## src/rtl/seq_timer_pkg.sv

```systemverilog
// Shared constants and types for the seq_timer control front end and the
// minutes/seconds counter it feeds.
package seq_timer_pkg;

  localparam int DEFAULT_CYCLES_PER_TICK = 100;
  localparam int DEFAULT_DEBOUNCE_CYCLES = 4;

  // mins/secs field as consumed by the downstream count timer
  typedef logic [5:0] time_field_t;

  // Counter width able to hold 0..n-1, never narrower than one bit.
  function automatic int cnt_width(input int n);
    return (n > 1) ? $clog2(n) : 1;
  endfunction

endpackage

```

## src/rtl/seq_timer_ctrl_debounce.sv

```systemverilog
// Two-flop synchronizer plus counting debouncer for one raw push-button.
// press is high in the cycle before the edge on which level rises 0 -> 1.
module seq_timer_ctrl_debounce
  import seq_timer_pkg::*;
#(
  parameter int DEBOUNCE_CYCLES = DEFAULT_DEBOUNCE_CYCLES
) (
  input  logic clk,
  input  logic reset_n,
  input  logic btn,
  output logic level,
  output logic press
);

  localparam int CW = cnt_width(DEBOUNCE_CYCLES);
  localparam logic [CW-1:0] CNT_MAX = CW'(DEBOUNCE_CYCLES - 1);

  logic          s1_q, s1_d;
  logic          s2_q, s2_d;
  logic          level_q, level_d;
  logic [CW-1:0] cnt_q, cnt_d;

  always_comb begin
    s1_d    = btn;
    s2_d    = s1_q;
    level_d = level_q;
    cnt_d   = cnt_q;
    if (s2_q == level_q) begin
      cnt_d = '0;
    end else if (cnt_q == CNT_MAX) begin
      level_d = s2_q;
      cnt_d   = '0;
    end else begin
      cnt_d = cnt_q + 1'b1;
    end
  end

  // Pulse is taken from the next-state so the top acts on the same edge
  // that commits the new level.
  assign press = level_d & ~level_q;
  assign level = level_q;

  always_ff @(posedge clk) begin
    if (!reset_n) begin
      s1_q    <= 1'b0;
      s2_q    <= 1'b0;
      level_q <= 1'b0;
      cnt_q   <= '0;
    end else begin
      s1_q    <= s1_d;
      s2_q    <= s2_d;
      level_q <= level_d;
      cnt_q   <= cnt_d;
    end
  end

endmodule

```

## src/rtl/seq_timer_ctrl.sv

```systemverilog
// Button front end for the minutes/seconds timer: run toggle, restart pulse
// and run-gated tick prescaler. Define SEQ_TIMER_CTRL_RESTART_STOPS_EN to make
// a restart press also stop the timer.
module seq_timer_ctrl
  import seq_timer_pkg::*;
#(
  parameter int CYCLES_PER_TICK = DEFAULT_CYCLES_PER_TICK,
  parameter int DEBOUNCE_CYCLES = DEFAULT_DEBOUNCE_CYCLES
) (
  input  logic clk,
  input  logic reset_n,
  input  logic start_stop_btn,
  input  logic restart_btn,
  output logic run,
  output logic tick,
  output logic restart
);

  localparam int CNT_W = cnt_width(CYCLES_PER_TICK);
  localparam logic [CNT_W-1:0] CNT_LAST = CNT_W'(CYCLES_PER_TICK - 1);

  logic             ss_level, ss_press;
  logic             rs_level, rs_press;
  logic             unused_levels;
  logic             run_q, run_d;
  logic             tick_q, tick_d;
  logic             restart_q, restart_d;
  logic [CNT_W-1:0] cnt_q, cnt_d;

  seq_timer_ctrl_debounce #(.DEBOUNCE_CYCLES(DEBOUNCE_CYCLES)) u_ss_db (
    .clk     (clk),
    .reset_n (reset_n),
    .btn     (start_stop_btn),
    .level   (ss_level),
    .press   (ss_press)
  );

  seq_timer_ctrl_debounce #(.DEBOUNCE_CYCLES(DEBOUNCE_CYCLES)) u_rs_db (
    .clk     (clk),
    .reset_n (reset_n),
    .btn     (restart_btn),
    .level   (rs_level),
    .press   (rs_press)
  );

  // Only press events matter here; releases are deliberately ignored.
  assign unused_levels = ss_level ^ rs_level;

  always_comb begin
    run_d = run_q ^ ss_press;
`ifdef SEQ_TIMER_CTRL_RESTART_STOPS_EN
    if (rs_press) run_d = 1'b0;
`else
    run_d = run_d;
`endif
    restart_d = rs_press;
  end

  // Prescaler looks at the pre-edge run, so the pausing edge still counts.
  always_comb begin
    cnt_d  = cnt_q;
    tick_d = 1'b0;
    if (rs_press) begin
      cnt_d = '0;
    end else if (run_q && (cnt_q == CNT_LAST)) begin
      cnt_d  = '0;
      tick_d = 1'b1;
    end else if (run_q) begin
      cnt_d = cnt_q + 1'b1;
    end
  end

  always_ff @(posedge clk) begin
    if (!reset_n) begin
      run_q     <= 1'b0;
      tick_q    <= 1'b0;
      restart_q <= 1'b0;
      cnt_q     <= '0;
    end else begin
      run_q     <= run_d;
      tick_q    <= tick_d;
      restart_q <= restart_d;
      cnt_q     <= cnt_d;
    end
  end

  assign run     = run_q;
  assign tick    = tick_q;
  assign restart = restart_q;

endmodule

```

## config.mk

```make
export PLATFORM = sky130hd
export DESIGN_NAME = seq_timer_ctrl
export DESIGN_NICKNAME = d
export VERILOG_FILES = /design/src/rtl/seq_timer_pkg.sv /design/src/rtl/seq_timer_ctrl_debounce.sv /design/src/rtl/seq_timer_ctrl.sv
export SDC_FILE = /design/constraint.sdc
export NUM_CORES = 1
export LEC_CHECK = 0
export CORE_UTILIZATION = 51
export CTS_BUF_LIST = sky130_fd_sc_hd__clkbuf_8
export CTS_CLUSTER_SIZE = 25
export DETAILED_ROUTE_END_ITERATION = 8
export PLACE_DENSITY = 0.78
export SYNTH_ARGS = -nofsm -noshare
export SYNTH_HDL_FRONTEND = slang
export SYNTH_HIERARCHICAL = 1
export SYNTH_SLANG_ARGS = --single-unit
```

## constraint.sdc

```tcl
create_clock -name clk -period 1.1 [get_ports clk]
set_input_delay 0.11 -clock clk [delete_from_list [all_inputs] [get_ports clk]]
set_output_delay 0.11 -clock clk [all_outputs]
set_load 0.02 [all_outputs]
```

Word-level counts from Yosys, hierarchy flattened
Cells that the tools add are included. W data, S select, Z words.

Bits in registers: 20. Output and inout port bits: 3. Word-level logic and storage cells: 36.

$add $sub $neg: 3. Eq/ne operators: 5. Mux-type cells: 5. Bitwise operators: 6. Reductions and logical operators: 5.

Operator list (count): $reduce_or A3 Y1 (3); $add A7 B1 Y7 const B (1); $eq A7 B7 Y1 const B (1); $mux W1 (5); $add A2 B1 Y2 const B (2); $eq A2 B2 Y1 const B (2); $not A1 Y1 (3); $and A1 B1 Y1 (2); $eq A1 B1 Y1 (2); $reduce_or A2 Y1 (1); $logic_and A1 B1 Y1 (1); $xor A1 B1 Y1 (1).

Logic depth before layout (Yosys ltp)
Gate-level depths: netlist of the first run.

Depth after elaboration: 5. Gate-level depth with buffers: 6.

By module
Netlist of the first run, hierarchy kept.

By module, submodules not included: seq_timer_ctrl (times used 1, cells an instance 41, area an instance 427.9 um^2, sequential area each 200.2 um^2); seq_timer_ctrl_debounce (times used 2, cells an instance 15, area an instance 176.4 um^2, sequential area each 100.1 um^2).

Least setup slack after synthesis of the first run
No wires, ideal clock.

Path type: register to register. From: reg run_q, in the netlist run. To: reg, netlist name cnt_q[6]. Arrival: 1.202 ns. Setup slack: -0.168 ns. Cell stages (with the launch flop): 5. Path buffers: 1. Path through: dfxtp_1 -> buf_4 -> nand4_2 -> or3_1 -> a21oi_2.

RTL lines: start, declared (RTL line seq_timer_ctrl.sv:25) `logic run_q, run_d;`; start signal, assigned (RTL line seq_timer_ctrl.sv:80) `run_q <= run_d;`.

==> flow_summary_export.csv, run 1 <==
group,metric,value,unit
cts,numCtsBuffers,3,
sta,worst_slew_pin_slew,0.3148,ns
yosys,syn_area,780.7,µm²
place,portBuffers,6,
worst_setup_path,worst-r2r-cell-count,4,
sta,finalHoldViolCount,0,
worst_setup_path,path_cells,"ha_4 -> nand4b_1 -> o21ai_4 -> nor2_1",
cts,path_clk_slew,0.08,ns
drt,drc_errors,0,
worst_setup_path,startpoint_type,"flop",
worst_setup_path,max_stage_delay,0.36,ns
die,core_area,1366,µm²
die,num_rows,13,
place,dp_cells,102,
worst_setup_path,cpMaxStageDelayCell,"dfxtp_2",
sta,maxSlewViolCount,0,
yosys,synth_seq_cells,20,
sta,rsz0062_at_grt,"true",
die,die_w,41.13,µm
sta,layout_setup_ws,-0.1372,ns
drt,routedWlPerCell,15.65,µm
pwr,power.density,1375,nW/µm²
yosys,synth_area_leader_cell,"dfxtp_1",
cts,clock_sinks,20,
sta,min_period,1.237,ns
worst_setup_path,worstReg2RegEnd,"cnt_q[0]",
pwr,clockPowerShare,48.3,%
yosys,synth_cell_types,23,
drt,drtIter0Drc,6,
yosys,yosys.area_share.adder,4.808,%
pwr,p_sw,265.8,µW
cts,insertion_delay,0.26,ns
sta,setup_viol,8,
worst_setup_path,crit_type,"reg -> reg",
final_layout,final_area,1095,µm²
cts,h-tree-depth,1,
yosys,post_synth.cell_area_avg,11.00,µm²
final_layout,antenna_cells,0,
global_routing,grt_start_max_net_pins,13,
pwr,vdd_drop_max,1.112,mV
place,hpwl,1.039,mm
sta,fin_skew,0.005820,ns
drt,num_vias,583,
yosys,syn_nets,78,
cts,cts-root-buf,"clkbuf_8",
global_routing,antenna_found_initial,0,
worst_setup_path,worstPathMaxFanout,7,
worst_setup_path,critPathTopFamily,"flip-flops",
die,die_area,1691,µm²
final_layout,syn2layout_area_growth,40.22,%
pwr,p_int,1239,µW
die,die_h,41.13,µm
final_layout,fin_util,80.13,%
flow_run,cap_violations,0,
worst_setup_path,crit_cells,4,
pwr,power_frac_comb,2.9,%
sta,fin_hold_ws,0.4249,ns
worst_setup_path,cp_data_required_time,1.24,ns
worst_setup_path,r2r_setup_slack,-0.14,ns
yosys,synth_top_area_share,51.28,%
yosys,syn_inst,71,
status,violations,"negative setup slack",
status,status,"finished, violations left",
sta,relSlewSlack,78.72,%
global_routing,grt_overflow,0,
final_layout,nNetsFinal,100,
drt,via_per_inst,5.449,
worst_setup_path,crit_end,"cnt_q[0]",
drt,first_pass_iters,2,
yosys,synth_compound_area_share,7.051,%
cts,hold_buffers,0,
yosys,synthXorXnorAreaFrac,7.853,%
sta,finalSetupTns,-0.8985,ns
die,initial_utilization,57.14,%
yosys,synth_top_family_by_area,"simple AND/OR/NAND/NOR gates",
pwr,p_seq_share,48.8,%
sta,fmax,0.8083,GHz
yosys,synth_mux_area_share,1.282,%
drt,drt-total-wl,1.675,mm
final_layout,drive_gt1_share,46.74,%
place,place_area,954.7,µm²
worst_setup_path,crit_start,"cnt_q[0]",
worst_setup_path,r2r_start,"cnt_q[0]",
global_routing,grt_use_total,25.67,%
drt,ant_nets,0,
die,num_io_pins,7,
cts,cts.path.max_buffers,2,
yosys,ys_warn_count,6,
global_routing,grt_pass1_wl,2.615,mm
worst_setup_path,crit_buf_inv,0,
yosys,synthSimpleGateAreaFrac,26.76,%
final_layout,instances_no_fill,107,
worst_setup_path,end_kind,"flop",
sta,finalCritPeriodShare,112.5,%
yosys,ys_top_cells_by_area,"dfxtp_1 51%, and2_1 4.8%, ha_1 4.8%, xor2_1 4.5%, nor2_1 3.4%",
cts,cts_tree,"yes",
yosys,yosysSeqAreaShare,51.28,%
global_routing,grt_pass1_vias,573,
worst_setup_path,critPathArrivalTime,1.38,ns
final_layout,nFillCells,98,
place,gp_congestion,0.7121,
pwr,p_sw_share,17.66,%
pwr,p_leak,0.0004470,µW
worst_hold_path,holdCritPathClass,"in -> reg",
[worst min path at each step]
stage	slack (ns)	cells after the start	startpoint	endpoint
after floorplan	0.23	1	reset_n	run
after global placement	0.41	1	u_rs_db/cnt_q[0]	u_rs_db/cnt_q[0]
after detailed placement	0.43	1	u_rs_db/s1_q	u_rs_db/s2_q
after CTS	0.42	2	restart_btn	u_rs_db/s1_q
after global routing	0.42	2	restart_btn	u_rs_db/s1_q
final	0.42	2	restart_btn	u_rs_db/s1_q
[what timing repair did]
action	4_1_cts	5_1_grt
resized for setup	16	8
setup buffers	0	1
pin swaps	10	5
setup endpoints to repair	12	10
[cell usage in the layout (no fill, tap or decap), types with 2 or more instances in the layout]
cell	n
nand2b_1	2
buf_4	12
a21boi_0	2
and2_1	6
nand4_2	2
dfxtp_4	2
nor2_1	5
o21ai_0	2
dlygate4sd2_1	2
a21oi_2	2
nor4b_1	2
ha_4	3
clkdlybuf4s50_1	3
dfxtp_1	12
xor2_1	4
clkbuf_8	3
nand2_1	3
dfxtp_2	6
xnor2_1	3
and4bb_2	2
[registers in the layout, summed over array words and instances (netlist names)]
| signal | flops |
|---|---|
| cnt_q | 7 |
| restart | 1 |
| run | 1 |
| tick | 1 |
| u_rs_db/cnt_q | 2 |
| u_rs_db/level | 1 |
| u_rs_db/s1_q | 1 |
| u_rs_db/s2_q | 1 |
| u_ss_db/cnt_q | 2 |
| u_ss_db/level | 1 |
| u_ss_db/s1_q | 1 |
| u_ss_db/s2_q | 1 |
[kinds of logic (layout without fill, tap and decap cells)]
family / after synthesis / after routing
and+or+nand+nor: 32 / 32
muxes: 1 / 1
DFF: 20 / 20
AOI/OAI and AO/OA: 7 / 7
buffers and inverters: 1 / 22
xor gates and xnor gates: 7 / 7
adders and majority gates: 3 / 3
[cell usage after synthesis]
cell type / n
nor2_1: 7
and2_1: 6
nor2b_1: 1
or3b_4: 1
buf_4: 1
nand2_1: 5
nor4b_1: 2
nand4b_1: 1
xnor2_1: 3
xor2_1: 4
mux2i_1: 1
ha_1: 3
a21boi_0: 2
nand2b_1: 2
nand4_2: 2
a21oi_1: 1
nor3b_1: 1
a21oi_2: 1
o21ai_4: 1
or3_1: 2
dfxtp_1: 20
and4bb_2: 2
o21ai_0: 2
[per-stage QoR]
step | total power, µW | setup slack [ns]
global placement | 789.2 | -0.07980
global route | 1565 | -0.1744
floorplan | 768.7 | -0.02067
detailed placement | 792.9 | -0.1747
finish | 1505 | -0.1372
CTS | 1528 | -0.1045
[power by group through the flow]
stage / Sequential [µW] / Combinational, µW / Clock [µW]
global route: 735 / 47.4 / 783
finish: 734 / 43.8 / 727
detailed placement: 751 / 41.6 / 0
floorplan: 750 / 18.9 / 0
CTS: 735 / 43.3 / 749
global placement: 750 / 38.9 / 0
[per-layer routing]
metal	vias to the layer above	track usage, %	wire length, µm
li1	285	-	-
met1	275	26.97	684
met2	14	42.19	853
met3	9	7.609	59
met4	0	20.16	78
met5	-	0	0
[worst reg2reg max path, delay by kind of cell (launching register included)]
kind / cells / cell delay (ns)
flip-flops: 1 / 0.36
AO/OA/AOI/OAI: 1 / 0.33
AND/OR/NAND/NOR: 2 / 0.27
adder cells (fa/ha/maj): 1 / 0.16
[cell type report]
class                      instances  area, µm²  area share (%)
multi-input combinational         50      446.7           40.80
sequential                        20      415.4           37.94
timing repair buffer              18      142.6           13.03
clock buffer                       3      41.29           3.771
clock inverter                     1      30.03           2.743
tap                               15      18.77           1.714
Power figures use the tool's default switching activity.
==> run 2: changes to the inputs <==
Settings changed: CORE_ASPECT_RATIO set to 0.9.
==> run 2 against run 1 <==
The run still ends with negative setup slack left. Sequential power about the same. Combinational power decreased by 6.2%. Fmax rose by 2.1%. Critical path depth is the same. Wire length down 16%. Hold slack worse by 0.013 ns. Die area about the same. Sequential share of layout area grew 0.71 points. First-iteration DRC count increased by 17%. Critical path type unchanged.
==> flow_summary_export.csv, run 2 (same netlist as run 1, synthesis figures left out) <==
group,metric,value,unit
worst_setup_path,end_kind,"flop",
cts,hold_buffers,0,
final_layout,layout_commonest_cell,"buf_4",
drt,routedWlPerCell,12.96,µm
cts,cts-root-buf,"clkbuf_8",
cts,cts.path.max_buffers,2,
drt,drtIter0Drc,7,
die,die_w,43.24,µm
place,portBuffers,6,
place,dp_cells,102,
final_layout,nNetsFinal,101,
die,die_h,39.12,µm
global_routing,grt_use_total,19.56,%
worst_setup_path,worstPathMaxFanout,7,
die,num_io_pins,7,
worst_setup_path,crit_type,"reg -> reg",
final_layout,antenna_cells,0,
final_layout,nFillCells,99,
place,place_ws,-0.1826,ns
pwr,p_leak,0.0004386,µW
final_layout,syn2layout_area_growth,37.66,%
final_layout,drive_gt1_share,47.31,%
die,num_rows,13,
drt,via_per_inst,5.185,
cts,numCtsBuffers,3,
drt,first_pass_iters,3,
sta,fmax,0.8249,GHz
global_routing,grt_overflow,0,
pwr,vdd_drop_max,0.9648,mV
sta,finalHoldViolCount,0,
worst_setup_path,max_stage_delay,0.37,ns
cts,cts_tree,"yes",
die,initial_utilization,54.55,%
worst_setup_path,critPathArrivalTime,1.36,ns
die,core_area,1431,µm²
die,die_area,1692,µm²
worst_setup_path,cp_data_required_time,1.25,ns
global_routing,grt_pass1_wl,2.173,mm
final_layout,layout_common_cells,"13 x buf_4, 12 x dfxtp_1, 6 x and2_1, 6 x dfxtp_2, 5 x nor2_1",
worst_setup_path,cpMaxStageDelayCell,"dfxtp_2",
global_routing,grt_start_max_net_pins,13,
cts,insertion_delay,0.26,ns
flow_run,cap_violations,0,
place,hpwl,940.9,µm
global_routing,antenna_found_initial,0,
sta,fin_skew,0.002458,ns
worst_setup_path,critPathTopFamily,"flip-flops",
sta,worst_slew_pin_slew,0.2509,ns
sta,layout_setup_ws,-0.1123,ns
sta,finalCritPeriodShare,110.2,%
final_layout,fin_util,75.09,%
final_layout,regMostFlops,"cnt_q",
status,violations,"negative setup slack",
sta,rsz0062_at_grt,"true",
global_routing,grt_pass1_vias,511,
pwr,power.density,1240,nW/µm²
worst_setup_path,startpoint_type,"flop",
final_layout,largest_reg_flops,7,
drt,num_vias,560,
worst_setup_path,crit_buf_inv,0,
cts,clock_sinks,20,
drt,ant_nets,0,
sta,maxSlewViolCount,0,
cts,path_clk_slew,0.07,ns
worst_setup_path,path_cells,"ha_4 -> nand4b_1 -> o21ai_4 -> nor2_1",
cts,h-tree-depth,1,
worst_hold_path,holdCritPathClass,"reg -> reg",
drt,drc_errors,0,
sta,setup_viol,8,
drt,drt-total-wl,1.400,mm
place,gp_congestion,0.7663,
final_layout,instances_no_fill,108,
sta,min_period,1.212,ns
status,status,"finished, violations left",
sta,relSlewSlack,83.21,%
final_layout,reg_top3,"cnt_q (7), u_rs_db/cnt_q (2), u_ss_db/cnt_q (2)",
==> run 2: report_power, final <==
| part | total [µW] | internal [µW] | switching (µW) |
|---|---|---|---|
| clock network | 559 | 319 | 240 |
| registers | 733 | 728 | 4.94 |
| logic | 41.1 | 25.0 | 16.2 |
| total | 1330 | 1070 | 261 |
==> run 2: worst register-to-register path: stages (launching register included) <==
cell,delay [ns]
dfxtp_2,0.37
ha_4,0.17
nand4b_1,0.18
o21ai_4,0.31
nor2_1,0.08
==> run 2: layer usage <==
layer / vias up / GRT usage, % / wire [µm]
met5: - / 0 / 0
met4: 0 / 9.091 / 52
met3: 4 / 9.813 / 65
met2: 8 / 32.09 / 634
met1: 263 / 21.25 / 647
li1: 285 / - / -
==> run 2: what timing repair did <==
item                       4_1_cts  5_1_grt
pin swaps                        6       12
resized for setup               10       12
setup endpoints to repair       11       10
setup buffers                    1        1
==> run 2: area by class of cell <==
class,count,area [µm²],area share [%]
timing repair buffer,19,150.1,13.97
sequential,20,415.4,38.65
clock buffer,4,55.05,5.122
tap,15,18.77,1.746
multi-input combinational,50,435.4,40.51
==> run 2: path summary, 6_finish.rpt <==
path                          from               end  slack (ns)  depth (start not counted)
hold / removal    u_ss_db/cnt_q[0]  u_ss_db/cnt_q[0]        0.41                          1
hold reg to reg   u_ss_db/cnt_q[0]  u_ss_db/cnt_q[0]        0.41                          1
setup reg to reg          cnt_q[1]          cnt_q[2]       -0.11                          4
setup / recovery          cnt_q[1]          cnt_q[2]       -0.11                          4
==> run 2: stage by stage <==
step	power, µW	cell area, µm²	hold slack [ns]	TNS [ns]
2_1_floorplan	768.7	804.5	0.2309	-0.06141
5_1_grt	1384	1075	0.4203	-1.164
3_5_place_dp	790.5	954.7	0.4234	-1.175
6_report	1333	1075	0.4120	-0.7115
3_3_place_gp	789.3	954.7	0.4108	-0.5437
4_1_cts	1342	1035	0.4238	-0.6672
